File: src/rtl/dmem_pkg.sv
// Shared types for the data-memory arbiter.
// DMEM_ARB_WINDOW_CHK_EN adds a local-error flag to each response-FIFO entry.
package dmem_pkg;

    localparam int unsigned WORD_BYTES = 4;
    localparam int unsigned WORD_SHIFT = $clog2(WORD_BYTES);

    typedef struct packed {
        logic [31:0] addr;
        logic        we;
        logic [3:0]  be;
        logic [31:0] wdata;
    } obi_req_t;

    typedef struct packed {
        logic [31:0] rdata;
        logic        err;
    } obi_rsp_t;

    typedef enum logic {
        ARB_CORE = 1'b0,
        ARB_AES  = 1'b1
    } arb_id_e;

    typedef struct packed {
        arb_id_e id;
`ifdef DMEM_ARB_WINDOW_CHK_EN
        logic    lerr;
`endif
    } fifo_ent_t;

    // Word-granular check: base <= addr < base + size.
    function automatic logic in_window(input logic [31:0] addr, input logic [31:0] base,
                                       input logic [31:0] size);
        logic [31:0] w_lim;
        w_lim = base + size;
        return ((addr >> WORD_SHIFT) >= (base >> WORD_SHIFT)) &&
               ((addr >> WORD_SHIFT) < (w_lim >> WORD_SHIFT));
    endfunction

endpackage

File: src/rtl/dmem_arbiter_resp_id_fifo.sv
// Response-ID FIFO: remembers which requester owns each outstanding access.
// A push is accepted while full if an entry leaves in the same cycle.
module resp_id_fifo
    import dmem_pkg::*;
#(
    parameter int unsigned DEPTH = 2
) (
    input  logic      clk_i,
    input  logic      rst_i,
    input  logic      i_push,
    input  fifo_ent_t i_ent,
    input  logic      i_pop,
    output fifo_ent_t o_head,
    output logic      o_empty,
    output logic      o_full
);

    localparam int unsigned PW = (DEPTH > 1) ? $clog2(DEPTH) : 1;
    localparam int unsigned CW = $clog2(DEPTH + 1);

    fifo_ent_t         r_mem [DEPTH];
    logic [PW-1:0]     r_wptr;
    logic [PW-1:0]     r_rptr;
    logic [CW-1:0]     r_count;
    logic              w_push_ok;
    logic              w_pop_ok;

    assign o_empty   = (r_count == '0);
    assign o_full    = (r_count == CW'(DEPTH));
    assign w_push_ok = i_push & (~o_full | i_pop);
    assign w_pop_ok  = i_pop & ~o_empty;
    assign o_head    = r_mem[r_rptr];

    function automatic logic [PW-1:0] ptr_inc(input logic [PW-1:0] p);
        return (p == PW'(DEPTH - 1)) ? '0 : p + PW'(1);
    endfunction

    always_ff @(posedge clk_i) begin
        if (rst_i) begin
            r_wptr  <= '0;
            r_rptr  <= '0;
            r_count <= '0;
        end else begin
            if (w_push_ok) begin
                r_wptr <= ptr_inc(r_wptr);
            end
            if (w_pop_ok) begin
                r_rptr <= ptr_inc(r_rptr);
            end
            if (w_push_ok && !w_pop_ok) begin
                r_count <= r_count + CW'(1);
            end else if (!w_push_ok && w_pop_ok) begin
                r_count <= r_count - CW'(1);
            end
        end
    end

    // Storage is not reset; the pointers and count alone define validity.
    always_ff @(posedge clk_i) begin
        if (w_push_ok) begin
            r_mem[r_wptr] <= i_ent;
        end
    end

endmodule

File: src/rtl/dmem_arbiter.sv
// Round-robin arbiter of the core LSU (m0) and AES master (m1) onto one OBI data port.
// DMEM_ARB_WINDOW_CHK_EN: m1 accesses outside the AES window are answered locally with an error.
module dmem_arbiter
    import dmem_pkg::*;
#(
    parameter int unsigned MAX_OUTST = 2,
    parameter logic [31:0] WIN_BASE  = 32'h0000_0180,
    parameter logic [31:0] WIN_SIZE  = 32'h0000_0080
) (
    input  logic        clk_i,
    input  logic        rst_i,
    input  logic        m0_req_i,
    output logic        m0_gnt_o,
    input  logic [31:0] m0_addr_i,
    input  logic        m0_we_i,
    input  logic [3:0]  m0_be_i,
    input  logic [31:0] m0_wdata_i,
    output logic        m0_rvalid_o,
    output logic [31:0] m0_rdata_o,
    output logic        m0_err_o,
    input  logic        m1_req_i,
    output logic        m1_gnt_o,
    input  logic [31:0] m1_addr_i,
    input  logic        m1_we_i,
    input  logic [3:0]  m1_be_i,
    input  logic [31:0] m1_wdata_i,
    output logic        m1_rvalid_o,
    output logic [31:0] m1_rdata_o,
    output logic        m1_err_o,
    output logic        mem_req_o,
    input  logic        mem_gnt_i,
    output logic [31:0] mem_addr_o,
    output logic        mem_we_o,
    output logic [3:0]  mem_be_o,
    output logic [31:0] mem_wdata_o,
    input  logic        mem_rvalid_i,
    input  logic [31:0] mem_rdata_i,
    input  logic        mem_err_i,
    output logic        orphan_o
);

    arb_id_e   r_rr_last;
    logic      r_orphan;
    arb_id_e   w_sel;
    obi_req_t  w_m0_req;
    obi_req_t  w_m1_req;
    obi_req_t  w_sel_req;
    obi_rsp_t  w_rsp;
    fifo_ent_t w_push_ent;
    fifo_ent_t w_head;
    logic      w_empty;
    logic      w_full;
    logic      w_any_req;
    logic      w_can_issue;
    logic      w_grant;
    logic      w_pop;
    logic      w_lerr;
    logic      w_head_lerr;

    assign w_m0_req = '{addr: m0_addr_i, we: m0_we_i, be: m0_be_i, wdata: m0_wdata_i};
    assign w_m1_req = '{addr: m1_addr_i, we: m1_we_i, be: m1_be_i, wdata: m1_wdata_i};

    always_comb begin
        w_sel = ARB_CORE;
        if (m0_req_i && m1_req_i) begin
            w_sel = (r_rr_last == ARB_CORE) ? ARB_AES : ARB_CORE;
        end else if (m1_req_i) begin
            w_sel = ARB_AES;
        end
    end

    assign w_sel_req = (w_sel == ARB_AES) ? w_m1_req : w_m0_req;

`ifdef DMEM_ARB_WINDOW_CHK_EN
    assign w_lerr      = (w_sel == ARB_AES) && !in_window(m1_addr_i, WIN_BASE, WIN_SIZE);
    assign w_head_lerr = w_head.lerr;
`else
    logic w_unused_win;
    assign w_unused_win = ^{WIN_BASE, WIN_SIZE};
    assign w_lerr       = 1'b0;
    assign w_head_lerr  = 1'b0;
`endif

    // A local-error head retires by itself; otherwise the memory response pops it.
    assign w_pop       = ~w_empty & (mem_rvalid_i | w_head_lerr);
    assign w_any_req   = m0_req_i | m1_req_i;
    assign w_can_issue = ~w_full | w_pop;
    assign mem_req_o   = w_can_issue & w_any_req & ~w_lerr;
    assign w_grant     = w_lerr ? (w_can_issue & w_any_req) : (mem_req_o & mem_gnt_i);
    assign m0_gnt_o    = w_grant & (w_sel == ARB_CORE);
    assign m1_gnt_o    = w_grant & (w_sel == ARB_AES);

    assign mem_addr_o  = mem_req_o ? w_sel_req.addr  : '0;
    assign mem_we_o    = mem_req_o & w_sel_req.we;
    assign mem_be_o    = mem_req_o ? w_sel_req.be    : '0;
    assign mem_wdata_o = mem_req_o ? w_sel_req.wdata : '0;

    always_comb begin
        w_push_ent    = '0;
        w_push_ent.id = w_sel;
`ifdef DMEM_ARB_WINDOW_CHK_EN
        w_push_ent.lerr = w_lerr;
`endif
    end

    resp_id_fifo #(
        .DEPTH (MAX_OUTST)
    ) u_fifo (
        .clk_i   (clk_i),
        .rst_i   (rst_i),
        .i_push  (w_grant),
        .i_ent   (w_push_ent),
        .i_pop   (w_pop),
        .o_head  (w_head),
        .o_empty (w_empty),
        .o_full  (w_full)
    );

    assign w_rsp.rdata = w_head_lerr ? '0 : mem_rdata_i;
    assign w_rsp.err   = w_head_lerr | mem_err_i;

    assign m0_rvalid_o = w_pop & (w_head.id == ARB_CORE);
    assign m1_rvalid_o = w_pop & (w_head.id == ARB_AES);
    assign m0_rdata_o  = m0_rvalid_o ? w_rsp.rdata : '0;
    assign m1_rdata_o  = m1_rvalid_o ? w_rsp.rdata : '0;
    assign m0_err_o    = m0_rvalid_o & w_rsp.err;
    assign m1_err_o    = m1_rvalid_o & w_rsp.err;
    assign orphan_o    = r_orphan;

    always_ff @(posedge clk_i) begin
        if (rst_i) begin
            r_rr_last <= ARB_AES;
            r_orphan  <= 1'b0;
        end else begin
            if (w_grant) begin
                r_rr_last <= w_sel;
            end
            if (mem_rvalid_i && (w_empty || w_head_lerr)) begin
                r_orphan <= 1'b1;
            end
        end
    end

endmodule

File: config.mk
export PLATFORM = sky130hd
export DESIGN_NAME = dmem_arbiter
export DESIGN_NICKNAME = d
export VERILOG_FILES = /design/src/rtl/dmem_pkg.sv /design/src/rtl/dmem_arbiter_resp_id_fifo.sv /design/src/rtl/dmem_arbiter.sv
export SDC_FILE = /design/constraint.sdc
export NUM_CORES = 1
export LEC_CHECK = 0
export CAP_MARGIN = 40
export CORE_AREA = 2 2 123 125
export CTS_CLUSTER_DIAMETER = 150
export DETAILED_ROUTE_END_ITERATION = 10
export DIE_AREA = 0 0 125 127
export GPL_TIMING_DRIVEN = 0
export PLACE_DENSITY = 0.51
export SYNTH_ARGS = -nofsm -noshare
export SYNTH_HDL_FRONTEND = slang
export SYNTH_HIERARCHICAL = 1
export SYNTH_SLANG_ARGS = --single-unit
File: constraint.sdc
create_clock -name clk_i -period 2.45 [get_ports clk_i]
set_input_delay 0.49 -clock clk_i [delete_from_list [all_inputs] [get_ports clk_i]]
set_output_delay 0.49 -clock clk_i [all_outputs]
set_load 0.1 [all_outputs]
==> results of run 1 <==
[critical path: cells and delay by family]
kind	cells	cell delay (ps)
buffers and inverters	3	1250
and+or+nand+nor	1	170
[where the power goes]
part | internal (mW) | switching, mW | total, mW | leakage [nW]
Combinational | 2.79 | 4.70 | 7.49 | 3.34
Clock | 0.217 | 0.0673 | 0.284 | 0.0382
Sequential | 0.204 | 0.0371 | 0.241 | 0.0775
Total | 3.21 | 4.81 | 8.02 | 3.46
[final timing paths]
check,endpoint,cells past startpoint,slack (ps)
setup / recovery,m1_rdata_o[2],4,40
hold / removal,orphan_o$_SDFFE_PP0P_,2,470
setup reg to reg,u_fifo/r_count[1]$_SDFFE_PP0P_,11,120
hold reg to reg,orphan_o$_SDFFE_PP0P_,2,470
[through the flow]
step / cell area [um2] / cells / total power [mW] / setup slack [ps] / util (%)
finish: 8150 / 888 / 8.02 / 39.2 / 56.5
global route: 8150 / 888 / 8.24 / -17.6 / 56.5
CTS: 7930 / 905 / 7.85 / -167 / 55.0
detailed placement: 8160 / 997 / 7.57 / -772 / 56.6
global placement: 5460 / 856 / 5.65 / -1170 / 37.8
floorplan: 2050 / 355 / 4.27 / -611 / -
[layer usage]
layer | track usage (%) | wire [um]
met5 | 0 | 0
met4 | 4.31 | 402
met3 | 3.18 | 804
met2 | 38.0 | 9190
met1 | 21.6 | 6080
[timing repair]
action                     CTS  global route
hold buffers                 0             0
gates resized for setup    187            78
hold endpoints to repair     0             0
setup endpoints to repair  142            68
pin swaps                    2             1
setup buffers                8             1
[final cells by class]
type / instances / area (um2)
well taps: 184 / 230
flip-flops and latches: 9 / 205
repair buffers: 345 / 5150
fillers: 1187 / 6270
inverters: 5 / 33.8
multi-input cells: 309 / 2120
plain buffers: 32 / 328
clock buffers: 4 / 78.8
[cell families (layout without fill, tap and decap cells)]
family / after synthesis / in the layout / synth area share (%)
fa+ha+maj: 1 / 1 / 0.643
simple gates: 224 / 224 / 53.5
compound gates: 79 / 79 / 21.4
xor+xnor: 3 / 3 / 1.35
mux: 2 / 2 / 1.16
flops: 9 / 9 / 10.3
buf+inv: 37 / 386 / 11.6
[cell usage after synthesis (all sizes together)]
master | count | area, um2
a21bo | 1 | 10.0
a21boi | 1 | 11.3
a21o | 2 | 15.0
a21oi | 72 | 360
and2 | 35 | 219
and3 | 33 | 206
buf | 25 | 175
clkbuf | 7 | 26.3
clkinv | 1 | 8.76
dfxtp | 7 | 140
edfxtp | 2 | 60.1
ha | 1 | 12.5
inv | 4 | 15.0
mux2 | 2 | 22.5
nand2 | 139 | 522
nand2b | 1 | 13.8
nand3b | 1 | 7.51
nor2 | 10 | 40.0
nor2b | 3 | 21.3
nor3 | 1 | 5.00
o21ai | 2 | 10.0
o32a | 1 | 10.0
or3 | 1 | 6.26
xor2 | 3 | 26.3
==> out/metrics.yaml, run 1 <==
status:
  status: "complete, no violations"
floorplan:
  start_util_pct: 13.5
  die_x_um: 125
  io_pins: 318
  dieArea_mm2: 0.0159
  coreArea_mm2: 0.0144
  die_h_um: 127
  rows: 44
yosys:
  ys_ff_latch: 9
  synth.cell_area_mm2: 0.00194
  syn_avg_cell_area_um2: 5.48
  synth_fp_nets: 533
  synth_cell_types: 29
  synth_cells: 355
  synth.yosys.seq_area_share_pct: 10.3
  yosys_warnings: 6
sta:
  fin_setup_tns_ps: 0
  rsz0062_at_grt: "true"
  fin_worst_skew_ps: 0.974
  setup_viol: 0
  max_freq_ghz: 0.415
  period_share_pct: 98.4
  slew_violations: 0
  finalHoldViolCount: 0
  whs_ps: 474
  finalCriticalPeriod_ps: 2410
  relSlewSlack_pct: 76.4
  worst_pin_slew_ps: 351
worst_setup_path:
  startpoint: "mem_rdata_i[2]"
  max_stage_delay_ps: 530
  worst_ep_arrival_time_ps: 1920
  worst_path_max_delay_cell: "clkdlybuf4s50_1"
  crit_chain: "clkdlybuf4s50_1 > and3_1 > clkdlybuf4s50_1 > buf_8"
  crit_required_ps: 1960
  critPathKind: "in -> out"
  cp_common_cell: "clkdlybuf4s50_1"
  crit_path_max_fanout: 2
  r2r_start: "u_fifo/r_count[0]$_SDFFE_PP0P_"
  cp-end-kind: "output port"
  start_kind: "primary input"
pwr:
  powerDensity_mw_per_mm2: 984
  ir_drop_v: 0.000615
  p_leak_nw: 3.46
cells_and_area:
  final_common_cell: "clkdlybuf4s50_1"
  mostFrequentLayoutCells: "clkdlybuf4s50_1 (177), nand2_1 (138), buf_12 (91), buf_16 (44), a21oi_4 (38)"
  antenna_cells: 0
  area_delta_synth_final_pct: 319
  fin_nets: 883
  layout-drive-gt1-share_pct: 39.2
clock_tree:
  numCtsBuffers: 3
  htree_levels: 1
  clk_path_buf_depth: 2
  clk_latency_ps: 230
  cts_tree: "done"
  cts_root_buf: "clkbuf_16"
  clk_pin_slew_ps: 40
  cts.sinks: 9
route:
  vias_per_cell: 4.35
  antenna_left: 0
  wl_um: 16500
  wl_per_cell_um: 18.6
  drt-pass1-iter-count: 4
  vias: 3866
  first_iter_violations: 98
  drcViolationCount: 0
grt:
  grt-ovfl-total: 0
  grt_first_pass_wirelength_um: 24400
  grt_pass1_vias: 4294
  track_usage_pct: 19.3
  grt_antenna_before_repair: 0
  grt_max_degree: 12
run:
  maxCapViolCount: 0
placement:
  dpl.hpwl_um: 13900
  io_buffers: 317
  gp_congestion: 0.893
worst_hold_path:
  hold_class: "reg -> reg"
  hold_start: "orphan_o$_SDFFE_PP0P_"
(Power assumes the default switching activity.)
==> inputs of run 2 (changes only) <==
Settings changed: PLACE_DENSITY 0.51 to 0.5, SYNTH_HIERARCHICAL 1 to not set.
==> run 2 against run 1 <==
Hold slack got worse by 5.8 ps. Global-route usage rose by 0.51 points. Sequential share of layout area fell by 0.21 points. Clock power barely moved. Flip-flop and latch count did not move. Largest power group unchanged. Critical path type unchanged. Utilization rose by 4.5 points. Sequential power fell by 2%. Maximum frequency fell by 1.3%. Die area did not move. Critical path depth rose by 6. Synthesized cell count fell by 1.7%. Via count rose by 1.9%. Highest routed layer unchanged.
==> out/metrics.yaml, run 2 <==
status:
  status: "complete, no violations"
worst_setup_path:
  max_stage_delay_ps: 380  # -150 ps
  worst_ep_arrival_time_ps: 1950  # +30 ps
  critPathKind: "in -> out"
  path_buf_inv: 7  # +4
  cp-end-kind: "output port"
  worst_path_max_delay_cell: "or3b_1"
  crit_path_max_fanout: 6  # +4
  start_kind: "primary input"
  crit_chain: "buf_6 > or3b_1 > buf_6 > o21ai_4 > buf_12 > buf_4 > buf_16 > buf_12 > a21oi_4 > buf_16"
  crit_required_ps: 1960  # about the same
  cpLargestDelayFamily: "buffers and inverters"
cells_and_area:
  fin_nets: 904  # +2.4%
  final_common_cell: "clkdlybuf4s50_1"
  area_delta_synth_final_pct: 376
  mostFrequentLayoutCells: "clkdlybuf4s50_1 (175), nand2_1 (139), buf_12 (96), a21oi_4 (68), buf_16 (56)"
  utilization_pct: 61.0  # +4.5 points
  layout-drive-gt1-share_pct: 45.2  # +6.0 points
route:
  antenna_left: 0  # unchanged
  wl_met1_um: 5430  # -11%
  top_layer: "met4"
  drcViolationCount: 0  # unchanged
  first_iter_violations: 101  # +3.1%
  wl_per_cell_um: 18.1  # -2.6%
  vias_per_cell: 4.33  # -0.63%
  vias: 3941  # +1.9%
  drt-pass1-iter-count: 4  # unchanged
  wl_um: 16500  # about the same
  met2_wirelength_um: 9370  # +1.9%
  dr_wl_met3_um: 1290  # +60%
sta:
  worst_pin_slew_ps: 369  # +17.8 ps
  setup_slack_ps: 6.73  # -32.5 ps
  finalHoldViolCount: 0  # unchanged
  max_freq_ghz: 0.409  # -1.3%
  setup_viol: 0  # unchanged
  slew_violations: 0  # unchanged
  finalCriticalPeriod_ps: 2440  # +32.5 ps
  relSlewSlack_pct: 75.4  # -1.0 points
  period_share_pct: 99.7  # +1.3 points
  rsz0062_at_grt: "true"
  fin_worst_skew_ps: 2.02  # +1.05 ps
pwr:
  p_leak_nw: 3.54  # +2.3%
  powerDensity_mw_per_mm2: 793  # -19%
  total_power_mw: 6.98  # -13%
  ir_drop_v: 0.000518  # -16%
yosys:
  synth_ff_type: "dfxtp_1"
  synth_cell_types: 29  # unchanged
  yosys-top-cells-count: "nand2_1 (139), a21oi_1 (72), and2_1 (66), buf_2 (19)"
  synthArstFlopShare_pct: 0  # unchanged
  synth_fp_nets: 527  # -1.1%
  syn_avg_cell_area_um2: 5.29  # -3.4%
  synth_edf_count: 2  # unchanged
  synth_top_area_share_pct: 28.3  # +1.4 points
  ys_ff_latch: 9  # unchanged
  synth.cell_area_mm2: 0.00185  # -5.0%
  synth_most_common_cell: "nand2_1"
  synth.yosys.seq_area_share_pct: 10.8  # +0.54 points
  yosysTopAreaCell: "nand2_1"
  synth_area_leaders: "nand2_1 (28%), and2_1 (22%), a21oi_1 (20%)"
  synth_cells: 349  # -1.7%
  yosys_warnings: 0  # -6
clock_tree:
  numCtsBuffers: 3  # unchanged
  htree_levels: 1  # unchanged
  cts_root_buf: "clkbuf_16"
  cts.sinks: 9  # unchanged
  cts_tree: "done"
  clk_pin_slew_ps: 40  # about the same
  hold_buffers: 0  # unchanged
  clk_latency_ps: 230  # about the same
  clk_path_buf_depth: 2  # unchanged
grt:
  grt-ovfl-total: 0  # unchanged
  grt_antenna_before_repair: 2  # +2
  track_usage_pct: 19.8  # +0.51 points
  grt_pass1_vias: 4472  # +4.1%
  grt_first_pass_wirelength_um: 25000  # +2.5%
  grt_max_degree: 12  # unchanged
placement:
  pre_cts_ws_ps: -1120  # -352 ps
  io_buffers: 316  # -0.32%
  gp_congestion: 0.922  # +3.3%
  dpl.hpwl_um: 14000  # +0.40%
run:
  maxCapViolCount: 0  # unchanged
floorplan:
  io_pins: 318  # unchanged
  die_x_um: 125  # unchanged
  die_h_um: 127  # unchanged
  start_util_pct: 12.8  # -0.68 points
  coreArea_mm2: 0.0144  # unchanged
  dieArea_mm2: 0.0159  # unchanged
  rows: 44  # unchanged
worst_hold_path:
  hold_class: "reg -> reg"
## run 2: cell count changes after synthesis, moves of 2 or more
cell,previous run,this run
inv_2,0,2
and2_1,35,66
inv_1,4,1
buf_2,17,19
buf_6,8,0
clkbuf_1,7,9
and3_1,33,2
a21o_1,2,0
## run 2: worst reg2reg max path, delay by kind of cell (launching register included)
kind,cells,cell delay [ps]
compound gates,2,230
buf+inv,3,440
flops,1,350
simple gates,3,800
fa+ha+maj,1,310
## run 2: power by group
group	internal [mW]	total, mW	leakage (nW)	switching (mW)
logic	2.64	6.46	3.42	3.82
clock network	0.215	0.284	0.0409	0.0689
registers	0.199	0.235	0.0774	0.0360
total	3.05	6.98	3.54	3.93
## run 2: cell type report
| cell class | count | area [um2] |
|---|---|---|
| flip-flops and latches | 9 | 203 |
| diodes | 2 | 5.00 |
| plain buffers | 28 | 398 |
| repair buffers | 374 | 5540 |
| well taps | 184 | 230 |
| clock buffers | 3 | 75.1 |
| multi-input cells | 307 | 2320 |
| inverters | 3 | 23.8 |
| fillers | 1145 | 5630 |
| clock inverters | 1 | 5.00 |
## run 2: per-stage QoR
step,cells,instance area (um2),TNS (ps),hold WS [ps]
floorplan,349,2640,-274,472
global placement,849,6040,-184960,454
detailed placement,990,8800,-130050,466
CTS,906,8800,-2320,475
global route,911,8800,-272,516
finish,911,8800,0,468
## run 2: final timing paths
path / startpoint / endpoint / slack [ps] / cells after the start
worst max-delay path: mem_rvalid_i / mem_be_o[0] / 7 / 10
worst min-delay path: orphan_o$_SDFFE_PP0P_ / orphan_o$_SDFFE_PP0P_ / 470 / 2
worst max register to register: u_fifo.r_count[1]$_SDFFE_PP0P_ / u_fifo.r_count[1]$_SDFFE_PP0P_ / 250 / 9
worst min register to register: orphan_o$_SDFFE_PP0P_ / orphan_o$_SDFFE_PP0P_ / 470 / 2
## run 2: per-layer routing
metal	vias to the layer above	GRT usage (%)
li1	1875	-
met1	1826	19.2
met2	220	41.1
met3	20	5.15
met4	0	4.84
met5	-	0
## run 2: timing repair
action | 4_1_cts | 5_1_grt
gates resized for setup | 231 | 20
cloned | 2 | 0
pin swaps | 3 | 0
setup endpoints to repair | 142 | 43
setup buffers | 30 | 21
## run 2: logic make-up (layout without fill, tap and decap cells)
group	Yosys count	after routing	share of synthesized area, %
AO/OA/AOI/OAI	80	80	23.2
XOR/XNOR	3	3	1.42
adder cells (fa/ha/maj)	1	1	0.677
buffers and inverters	33	409	8.20
flip-flops	9	9	10.8
multiplexers	1	1	0.542
other	0	2	0
AND/OR/NAND/NOR	222	222	55.1
